===== src/rtl/pool_pkg.sv =====
// rtl/pool_pkg.sv - shared types and helpers for the 2x2 pooling window former
package pool_pkg;

  localparam int DATA_W_DEF = 32;

  // Window slot order; index into the window register array drives data_1..data_4.
  typedef enum logic [1:0] {
    WIN_TL = 2'd0,
    WIN_TR = 2'd1,
    WIN_BL = 2'd2,
    WIN_BR = 2'd3
  } win_pos_e;

  // Phase decoded from row/column parity; there is no state beyond the counters.
  typedef enum logic [1:0] {
    EVEN_ROW     = 2'd0,
    ODD_ROW_LEFT = 2'd1,
    ODD_ROW_EMIT = 2'd2
  } phase_e;

  // Counter width for a 0..n-1 counter, never narrower than one bit.
  function automatic int cnt_w(input int n);
    return (n > 1) ? $clog2(n) : 1;
  endfunction

endpackage


===== src/rtl/pool_window_buffer_if.sv =====
// rtl/pool_window_buffer_if.sv - pixel stream in, 2x2 window out
interface pool_window_buffer_if #(
  parameter int DATA_W = pool_pkg::DATA_W_DEF,
  parameter int IMG_W  = 8,
  parameter int IMG_H  = 8
);
  import pool_pkg::*;

  localparam int COL_W = cnt_w(IMG_W);
  localparam int ROW_W = cnt_w(IMG_H);

  logic              in_valid;
  logic [DATA_W-1:0] in_data;
  logic              win_valid;
  logic [DATA_W-1:0] data_1;
  logic [DATA_W-1:0] data_2;
  logic [DATA_W-1:0] data_3;
  logic [DATA_W-1:0] data_4;
  logic              frame_done;
  logic [COL_W-1:0]  col_idx;
  logic [ROW_W-1:0]  row_idx;

  modport master (
    output in_valid, in_data,
    input  win_valid, data_1, data_2, data_3, data_4, frame_done, col_idx, row_idx
  );

  modport slave (
    input  in_valid, in_data,
    output win_valid, data_1, data_2, data_3, data_4, frame_done, col_idx, row_idx
  );

endinterface


===== src/rtl/pool_line_buffer.sv =====
// rtl/pool_line_buffer.sv - one-row register file, one write port, two combinational reads
module pool_line_buffer
  import pool_pkg::*;
#(
  parameter int DATA_W = DATA_W_DEF,
  parameter int IMG_W  = 8,
  parameter int AW     = cnt_w(IMG_W)
) (
  input  logic              clk,
  input  logic              wr_en,
  input  logic [AW-1:0]     wr_addr,
  input  logic [DATA_W-1:0] wr_data,
  input  logic [AW-1:0]     rd_addr_a,
  input  logic [AW-1:0]     rd_addr_b,
  output logic [DATA_W-1:0] rd_data_a,
  output logic [DATA_W-1:0] rd_data_b
);

  // Contents are never reset; every even row rewrites all entries before use.
  logic [DATA_W-1:0] mem [IMG_W];

  // Store the even-row pixel at its column.
  always_ff @(posedge clk) begin
    if (wr_en) begin
      mem[wr_addr] <= wr_data;
    end
  end

  assign rd_data_a = mem[rd_addr_a];
  assign rd_data_b = mem[rd_addr_b];

endmodule


===== src/rtl/pool_window_buffer.sv =====
// rtl/pool_window_buffer.sv - stride-2 2x2 window former feeding maxpoolmodule
module pool_window_buffer
  import pool_pkg::*;
#(
  parameter int DATA_W = DATA_W_DEF,
  parameter int IMG_W  = 8,
  parameter int IMG_H  = 8
) (
  input  logic               Clock,
  input  logic               Reset_n,
  pool_window_buffer_if.slave bus
);

  localparam int COL_W = cnt_w(IMG_W);
  localparam int ROW_W = cnt_w(IMG_H);

  logic [COL_W-1:0]  col_q;
  logic [ROW_W-1:0]  row_q;
  logic [DATA_W-1:0] left_q;
  logic [DATA_W-1:0] win_q [4];
  logic              win_valid_q;
  logic              frame_done_q;

  phase_e            phase;
  logic              col_last;
  logic              row_last;
  logic [DATA_W-1:0] top_left;
  logic [DATA_W-1:0] top_right;

  assign col_last = (col_q == COL_W'(IMG_W - 1));
  assign row_last = (row_q == ROW_W'(IMG_H - 1));

  // Phase is purely the row/column parity of the next expected pixel.
  always_comb begin
    phase = EVEN_ROW;
    if (row_q[0]) begin
      phase = col_q[0] ? ODD_ROW_EMIT : ODD_ROW_LEFT;
    end
  end

  // In the emit phase col is odd, so col-1 is the left column of the pair.
  pool_line_buffer #(
    .DATA_W (DATA_W),
    .IMG_W  (IMG_W),
    .AW     (COL_W)
  ) u_line_buf (
    .clk       (Clock),
    .wr_en     (bus.in_valid && (phase == EVEN_ROW)),
    .wr_addr   (col_q),
    .wr_data   (bus.in_data),
    .rd_addr_a (col_q - COL_W'(1)),
    .rd_addr_b (col_q),
    .rd_data_a (top_left),
    .rd_data_b (top_right)
  );

  // Raster position counters; a frame wraps straight into the next one.
  always_ff @(posedge Clock or negedge Reset_n) begin
    if (!Reset_n) begin
      col_q <= '0;
      row_q <= '0;
    end else if (bus.in_valid) begin
      if (col_last) begin
        col_q <= '0;
        row_q <= row_last ? '0 : row_q + ROW_W'(1);
      end else begin
        col_q <= col_q + COL_W'(1);
      end
    end
  end

  // Hold the bottom-left pixel until its right-hand partner arrives.
  always_ff @(posedge Clock or negedge Reset_n) begin
    if (!Reset_n) begin
      left_q <= '0;
    end else if (bus.in_valid && (phase == ODD_ROW_LEFT)) begin
      left_q <= bus.in_data;
    end
  end

  // Register a complete window on the bottom-right pixel; strobes last one cycle.
  always_ff @(posedge Clock or negedge Reset_n) begin
    if (!Reset_n) begin
      win_q[WIN_TL] <= '0;
      win_q[WIN_TR] <= '0;
      win_q[WIN_BL] <= '0;
      win_q[WIN_BR] <= '0;
      win_valid_q   <= 1'b0;
      frame_done_q  <= 1'b0;
    end else begin
      win_valid_q  <= 1'b0;
      frame_done_q <= 1'b0;
      if (bus.in_valid && (phase == ODD_ROW_EMIT)) begin
        win_q[WIN_TL] <= top_left;
        win_q[WIN_TR] <= top_right;
        win_q[WIN_BL] <= left_q;
        win_q[WIN_BR] <= bus.in_data;
        win_valid_q   <= 1'b1;
        frame_done_q  <= row_last && col_last;
      end
    end
  end

  assign bus.data_1     = win_q[WIN_TL];
  assign bus.data_2     = win_q[WIN_TR];
  assign bus.data_3     = win_q[WIN_BL];
  assign bus.data_4     = win_q[WIN_BR];
  assign bus.win_valid  = win_valid_q;
  assign bus.frame_done = frame_done_q;
  assign bus.col_idx    = col_q;
  assign bus.row_idx    = row_q;

endmodule


===== src/flat_wrapper.sv =====
// flat-port wrapper written by rule: the top's interface ports become plain ports
module pool_window_buffer_flat import pool_pkg::*;
#(
  parameter int DATA_W = DATA_W_DEF,
  parameter int IMG_W  = 8,
  parameter int IMG_H  = 8
)
  (Clock, Reset_n, bus_in_valid, bus_in_data, bus_win_valid, bus_data_1, bus_data_2, bus_data_3, bus_data_4, bus_frame_done, bus_col_idx, bus_row_idx);
  pool_window_buffer_if #(.DATA_W(DATA_W), .IMG_W(IMG_W), .IMG_H(IMG_H)) bus_i ();
  input  logic Clock;
  input  logic Reset_n;
  input wire logic [$bits(bus_i.in_valid)-1:0] bus_in_valid;
  input wire logic [$bits(bus_i.in_data)-1:0] bus_in_data;
  output wire logic [$bits(bus_i.win_valid)-1:0] bus_win_valid;
  output wire logic [$bits(bus_i.data_1)-1:0] bus_data_1;
  output wire logic [$bits(bus_i.data_2)-1:0] bus_data_2;
  output wire logic [$bits(bus_i.data_3)-1:0] bus_data_3;
  output wire logic [$bits(bus_i.data_4)-1:0] bus_data_4;
  output wire logic [$bits(bus_i.frame_done)-1:0] bus_frame_done;
  output wire logic [$bits(bus_i.col_idx)-1:0] bus_col_idx;
  output wire logic [$bits(bus_i.row_idx)-1:0] bus_row_idx;
  assign bus_i.in_valid = bus_in_valid;
  assign bus_i.in_data = bus_in_data;
  assign bus_win_valid = bus_i.win_valid;
  assign bus_data_1 = bus_i.data_1;
  assign bus_data_2 = bus_i.data_2;
  assign bus_data_3 = bus_i.data_3;
  assign bus_data_4 = bus_i.data_4;
  assign bus_frame_done = bus_i.frame_done;
  assign bus_col_idx = bus_i.col_idx;
  assign bus_row_idx = bus_i.row_idx;
  pool_window_buffer #(.DATA_W(DATA_W), .IMG_W(IMG_W), .IMG_H(IMG_H)) u_core (.Clock(Clock), .Reset_n(Reset_n), .bus(bus_i));
endmodule

===== config.mk =====
export PLATFORM = sky130hd
export DESIGN_NAME = pool_window_buffer_flat
export DESIGN_NICKNAME = d
export VERILOG_FILES = /design/src/rtl/pool_pkg.sv /design/src/rtl/pool_window_buffer_if.sv /design/src/rtl/pool_line_buffer.sv /design/src/rtl/pool_window_buffer.sv /design/src/flat_wrapper.sv
export SDC_FILE = /design/constraint.sdc
export NUM_CORES = 1
export LEC_CHECK = 0
export BUFFER_PORTS_ARGS = -buffer_cell sky130_fd_sc_hd__clkbuf_2
export CAP_MARGIN = 20
export CORE_MARGIN = 2
export CORE_UTILIZATION = 40
export DETAILED_ROUTE_END_ITERATION = 8
export GPL_TIMING_DRIVEN = 1
export PLACE_DENSITY = 0.64
export SLEW_MARGIN = 40
export SYNTH_ARGS = -nofsm -noshare
export SYNTH_HDL_FRONTEND = slang
export SYNTH_HIERARCHICAL = 1
export SYNTH_SLANG_ARGS = --single-unit
export TNS_END_PERCENT = 20

===== constraint.sdc =====
create_clock -name Clock -period 7.1 [get_ports Clock]
set_clock_uncertainty 0.2 [all_clocks]
set_input_delay 0.355 -clock Clock [delete_from_list [all_inputs] [get_ports Clock]]
set_output_delay 0.355 -clock Clock [all_outputs]
set_load 0.01 [all_outputs]

==> load_flow_metrics.sql <==
INSERT INTO impl_metrics (metric_group, metric, value, unit) VALUES
('drt', 'dr.first_iter.drc_count', '529', ''),
('drt', 'antenna_violating_nets_post_route', '0', ''),
('placement', 'place.gp.congestion', '0.714', ''),
('drt', 'route.vias.total', '9228', ''),
('worst_setup_path', 'worst_path_largest_cell_delay', '0.68', 'ns'),
('sta', 'max-slew-margin-rel', '0.444', ''),
('clock_network', 'clk_path_buf_depth', '3', ''),
('floorplan', 'placeableCoreArea', '0.0466', 'mm2'),
('floorplan', 'die_width', '221', 'um'),
('global_route', 'grt_max_degree', '109', ''),
('synthesis', 'yosys_warnings', '6', ''),
('floorplan', 'top_level_port_count', '171', ''),
('worst_setup_path', 'critPathArrivalTime', '4.07', 'ns'),
('power_and_ir_drop', 'p_leak', '0.00853', 'uW'),
('synthesis', 'synth_seq_cells', '424', ''),
('clock_network', 'cts.sink_count', '424', ''),
('sta', 'timing_max_transition_violations_final', '0', ''),
('sta', 'max_clock_freq', '262', 'MHz'),
('drt', 'post_drt_wl_per_cell', '23.4', 'um'),
('layout', 'layout.cells.most_common', 'sky130_fd_sc_hd__edfxtp_1', ''),
('run_status', 'run_status', 'finished, final reports clean', ''),
('layout', 'non_filler_instances', '1729', ''),
('synthesis', 'synth.distinct_cells', '26', ''),
('run', 'max-cap-violations', '0', ''),
('worst_setup_path', 'worstPathMaxFanout', '34', ''),
('synthesis', 'synthesis.area', '0.0188', 'mm2'),
('global_route', 'wire_length_of_the_first_global_routing_pass', '61.7', 'mm'),
('power_and_ir_drop', 'power.density_cell_area', '430', 'mW/mm2'),
('layout', 'final_layout_net_count', '1124', ''),
('drt', 'drt_pass1_iterations', '4', ''),
('clock_network', 'post_cts.repair.setup_buffers', '0', ''),
('worst_setup_path', 'crit_type', 'register to register', ''),
('sta', 'worst_slew_pin_slew', '0.833', 'ns'),
('placement', 'pre_cts_slack', '3.27', 'ns'),
('min_path', 'min-delay-path-class', 'input pin to async pin', ''),
('global_route', 'via_count_of_the_first_global_routing_pass', '9751', ''),
('clock_network', 'tritoncts', 'built', ''),
('floorplan', 'initial_utilization', '0.405', ''),
('worst_setup_path', 'timing.critical_path.cells', 'inv_4, ha_1, xor2_4, buf_4, mux4_2, mux2_2, mux2_4', ''),
('worst_setup_path', 'worstSetupEndpointType', 'register', ''),
('synthesis', 'syn-num-nets', '908', ''),
('power_and_ir_drop', 'peak_supply_drop', '0.349', 'mV'),
('synthesis', 'sequential_fraction_of_the_synthesis_area', '0.631', ''),
('worst_setup_path', 'path_delay_family', 'buffers and inverters', ''),
('layout', 'mostFrequentLayoutCells', '256 x sky130_fd_sc_hd__edfxtp_1, 169 x sky130_fd_sc_hd__clkbuf_2, 165 x sky130_fd_sc_hd__dfrtp_1', ''),
('worst_setup_path', 'crit_path_start_kind', 'register', ''),
('sta', 'setup_tns', '0', 'ns'),
('sta', 'hold_violations', '0', ''),
('layout', 'syn_to_final_growth', '16.8', '%'),
('clock_network', 'post_cts.resized_instances', '0', ''),
('layout', 'insertedDiodeCount', '0', ''),
('global_route', 'grt.total_usage', '0.167', ''),
('placement', 'numPortBuffers', '170', ''),
('layout', 'drive_above_1_share', '0.493', ''),
('floorplan', 'die_footprint', '0.0488', 'mm2'),
('sta', 'final.min_clock_period', '3.81', 'ns'),
('floorplan', 'rows', '79', ''),
('layout', 'fillCellCount', '3820', ''),
('clock_network', 'clk_pin_slew', '0.06', 'ns'),
('drt', 'vias_per_cell', '5.34', ''),
('sta', 'final_critical_path_setup_slack', '3.29', 'ns'),
('global_route', 'grt_remaining_overflow', '0', ''),
('clock_network', 'clockRootBuffer', 'sky130_fd_sc_hd__clkbuf_16', ''),
('synthesis', 'avgSynthCellArea', '21.7', 'um2'),
('synthesis', 'post_synth_inst_count', '868', ''),
('sta', 'layout_worst_path_cycle_share', '0.537', ''),
('clock_network', 'holdBufCountCts', '34', ''),
('drt', 'drc', '0', ''),
('global_route', 'antenna_found_initial', '0', ''),
('clock_network', 'insertion_delay', '0.58', 'ns'),
('sta', 'finalSetupViolCount', '0', ''),
('sta', 'grt_setup_unrepaired', 'no', ''),
('worst_setup_path', 'crit_path_top_delay_cell', 'sky130_fd_sc_hd__dfrtp_4', ''),
('worst_setup_path', 'timing.critical_path.required', '7.36', 'ns'),
('placement', 'dp_cells', '1609', ''),
('worst_setup_path', 'cp.buffers_inverters', '2', ''),
('clock_network', 'htree_levels', '2', ''),
('placement', 'hpwl', '23.7', 'mm'),
('clock_network', 'cts_buffers', '46', ''),
('floorplan', 'die_height', '221', 'um'),
('drt', 'drt_wl_total', '40.5', 'mm');
[report_power, final]
| part | switching, uW | internal (uW) | total (uW) |
|---|---|---|---|
| Combinational | 1540 | 1930 | 3470 |
| Sequential | 401 | 3280 | 3680 |
| Clock | 978 | 1340 | 2320 |
| Total | 2910 | 6560 | 9470 |
[final timing paths]
path | slack [ns] | end | cells after the start | startpoint
setup / recovery | 3.29 | u_core/bus.data_1[12] | 7 | u_core/bus.col_idx[0]
min in group Clock | 0.30 | u_core/bus.data_3[1] | 1 | u_core/left_q[1]
setup reg to reg | 3.29 | u_core/bus.data_1[12] | 7 | u_core/bus.col_idx[0]
hold / removal | 0.15 | u_core/bus.data_4[26] | 2 | Reset_n
hold reg to reg | 0.30 | u_core/bus.data_3[1] | 1 | u_core/left_q[1]
max in group asynchronous | 5.48 | u_core/bus.data_2[2] | 3 | Reset_n
[synthesized netlist by cell type]
cell                       number  area (um2)
sky130_fd_sc_hd__nand3_2        1        10.0
sky130_fd_sc_hd__nor2_1         7        26.3
sky130_fd_sc_hd__inv_1          3        11.3
sky130_fd_sc_hd__mux2_2       110        1240
sky130_fd_sc_hd__nand3b_1       1        7.51
sky130_fd_sc_hd__edfxtp_1     256        7690
sky130_fd_sc_hd__and3_1         1        6.26
sky130_fd_sc_hd__buf_1         13        48.8
sky130_fd_sc_hd__nand2_1        4        15.0
sky130_fd_sc_hd__mux4_1        80        2100
sky130_fd_sc_hd__nor2b_1        2        12.5
sky130_fd_sc_hd__mux4_2        48        1080
sky130_fd_sc_hd__ha_1           5        62.6
sky130_fd_sc_hd__or3b_2         1        8.76
sky130_fd_sc_hd__buf_6         16         180
sky130_fd_sc_hd__nor3_1         2        10.0
sky130_fd_sc_hd__o21ai_0        2        10.0
sky130_fd_sc_hd__dfrtp_1      168        4200
sky130_fd_sc_hd__inv_2          1        3.75
sky130_fd_sc_hd__buf_8          2        30.0
sky130_fd_sc_hd__buf_2         10        50.1
sky130_fd_sc_hd__buf_12        11         220
sky130_fd_sc_hd__nand2b_1       3        18.8
sky130_fd_sc_hd__clkbuf_1       2        7.51
sky130_fd_sc_hd__mux2_4       118        1770
sky130_fd_sc_hd__xor2_1         1        8.76
[through the flow]
stage                     total power (uW)   util  hold slack (ns)  area (um2)
after detailed placement              7240  0.433            0.190       20200
after CTS                             9620  0.473            0.162       22000
after floorplan                       6160      -           -0.141       18800
after global placement                7170  0.433            0.283       20100
final                                 9470  0.473            0.151       22000
after global routing                  9970  0.473            0.198       22000
[layout make-up]
class | instances | area, um2 | share of cell area
Tap cell | 607 | 759 | 0.0345
Timing Repair Buffer | 222 | 1360 | 0.0619
Clock buffer | 58 | 1230 | 0.0557
Multi-Input combinational cell | 386 | 6470 | 0.294
Inverter | 4 | 32.5 | 0.00148
Sequential cell | 424 | 11900 | 0.541
Clock inverter | 28 | 253 | 0.0115
[state kept, by name, indices dropped and copies added (netlist names)]
signal                 flops
u_core/bus.data_1         32
u_core/bus.data_3         32
u_core/left_q             32
u_core/bus.win_valid       1
u_core/u_line_buf/mem    256
u_core/bus.data_4         32
u_core/bus.data_2         32
u_core/bus.col_idx         3
u_core/bus.frame_done      1
u_core/bus.row_idx         3
[cell families (layout without fill, tap and decap cells)]
| kind of cell | count (synthesis) | after routing | share of synthesized area |
|---|---|---|---|
| AO/OA/AOI/OAI | 2 | 2 | 0.000532 |
| XOR/XNOR | 1 | 1 | 0.000465 |
| adder cells (fa/ha/maj) | 5 | 5 | 0.00332 |
| buffers and inverters | 58 | 312 | 0.0293 |
| flip-flops | 424 | 424 | 0.631 |
| multiplexers | 356 | 356 | 0.329 |
| AND/OR/NAND/NOR | 22 | 22 | 0.00611 |
[layer usage]
metal  vias to the layer above  global-route usage  share of wire
li1                       4032                   -              -
met1                      4900               0.225           0.44
met2                       247               0.275           0.49
met3                        49              0.0376          0.058
met4                         0              0.0416          0.016
met5                         -                   0              0
(Power assumes the default switching activity.)
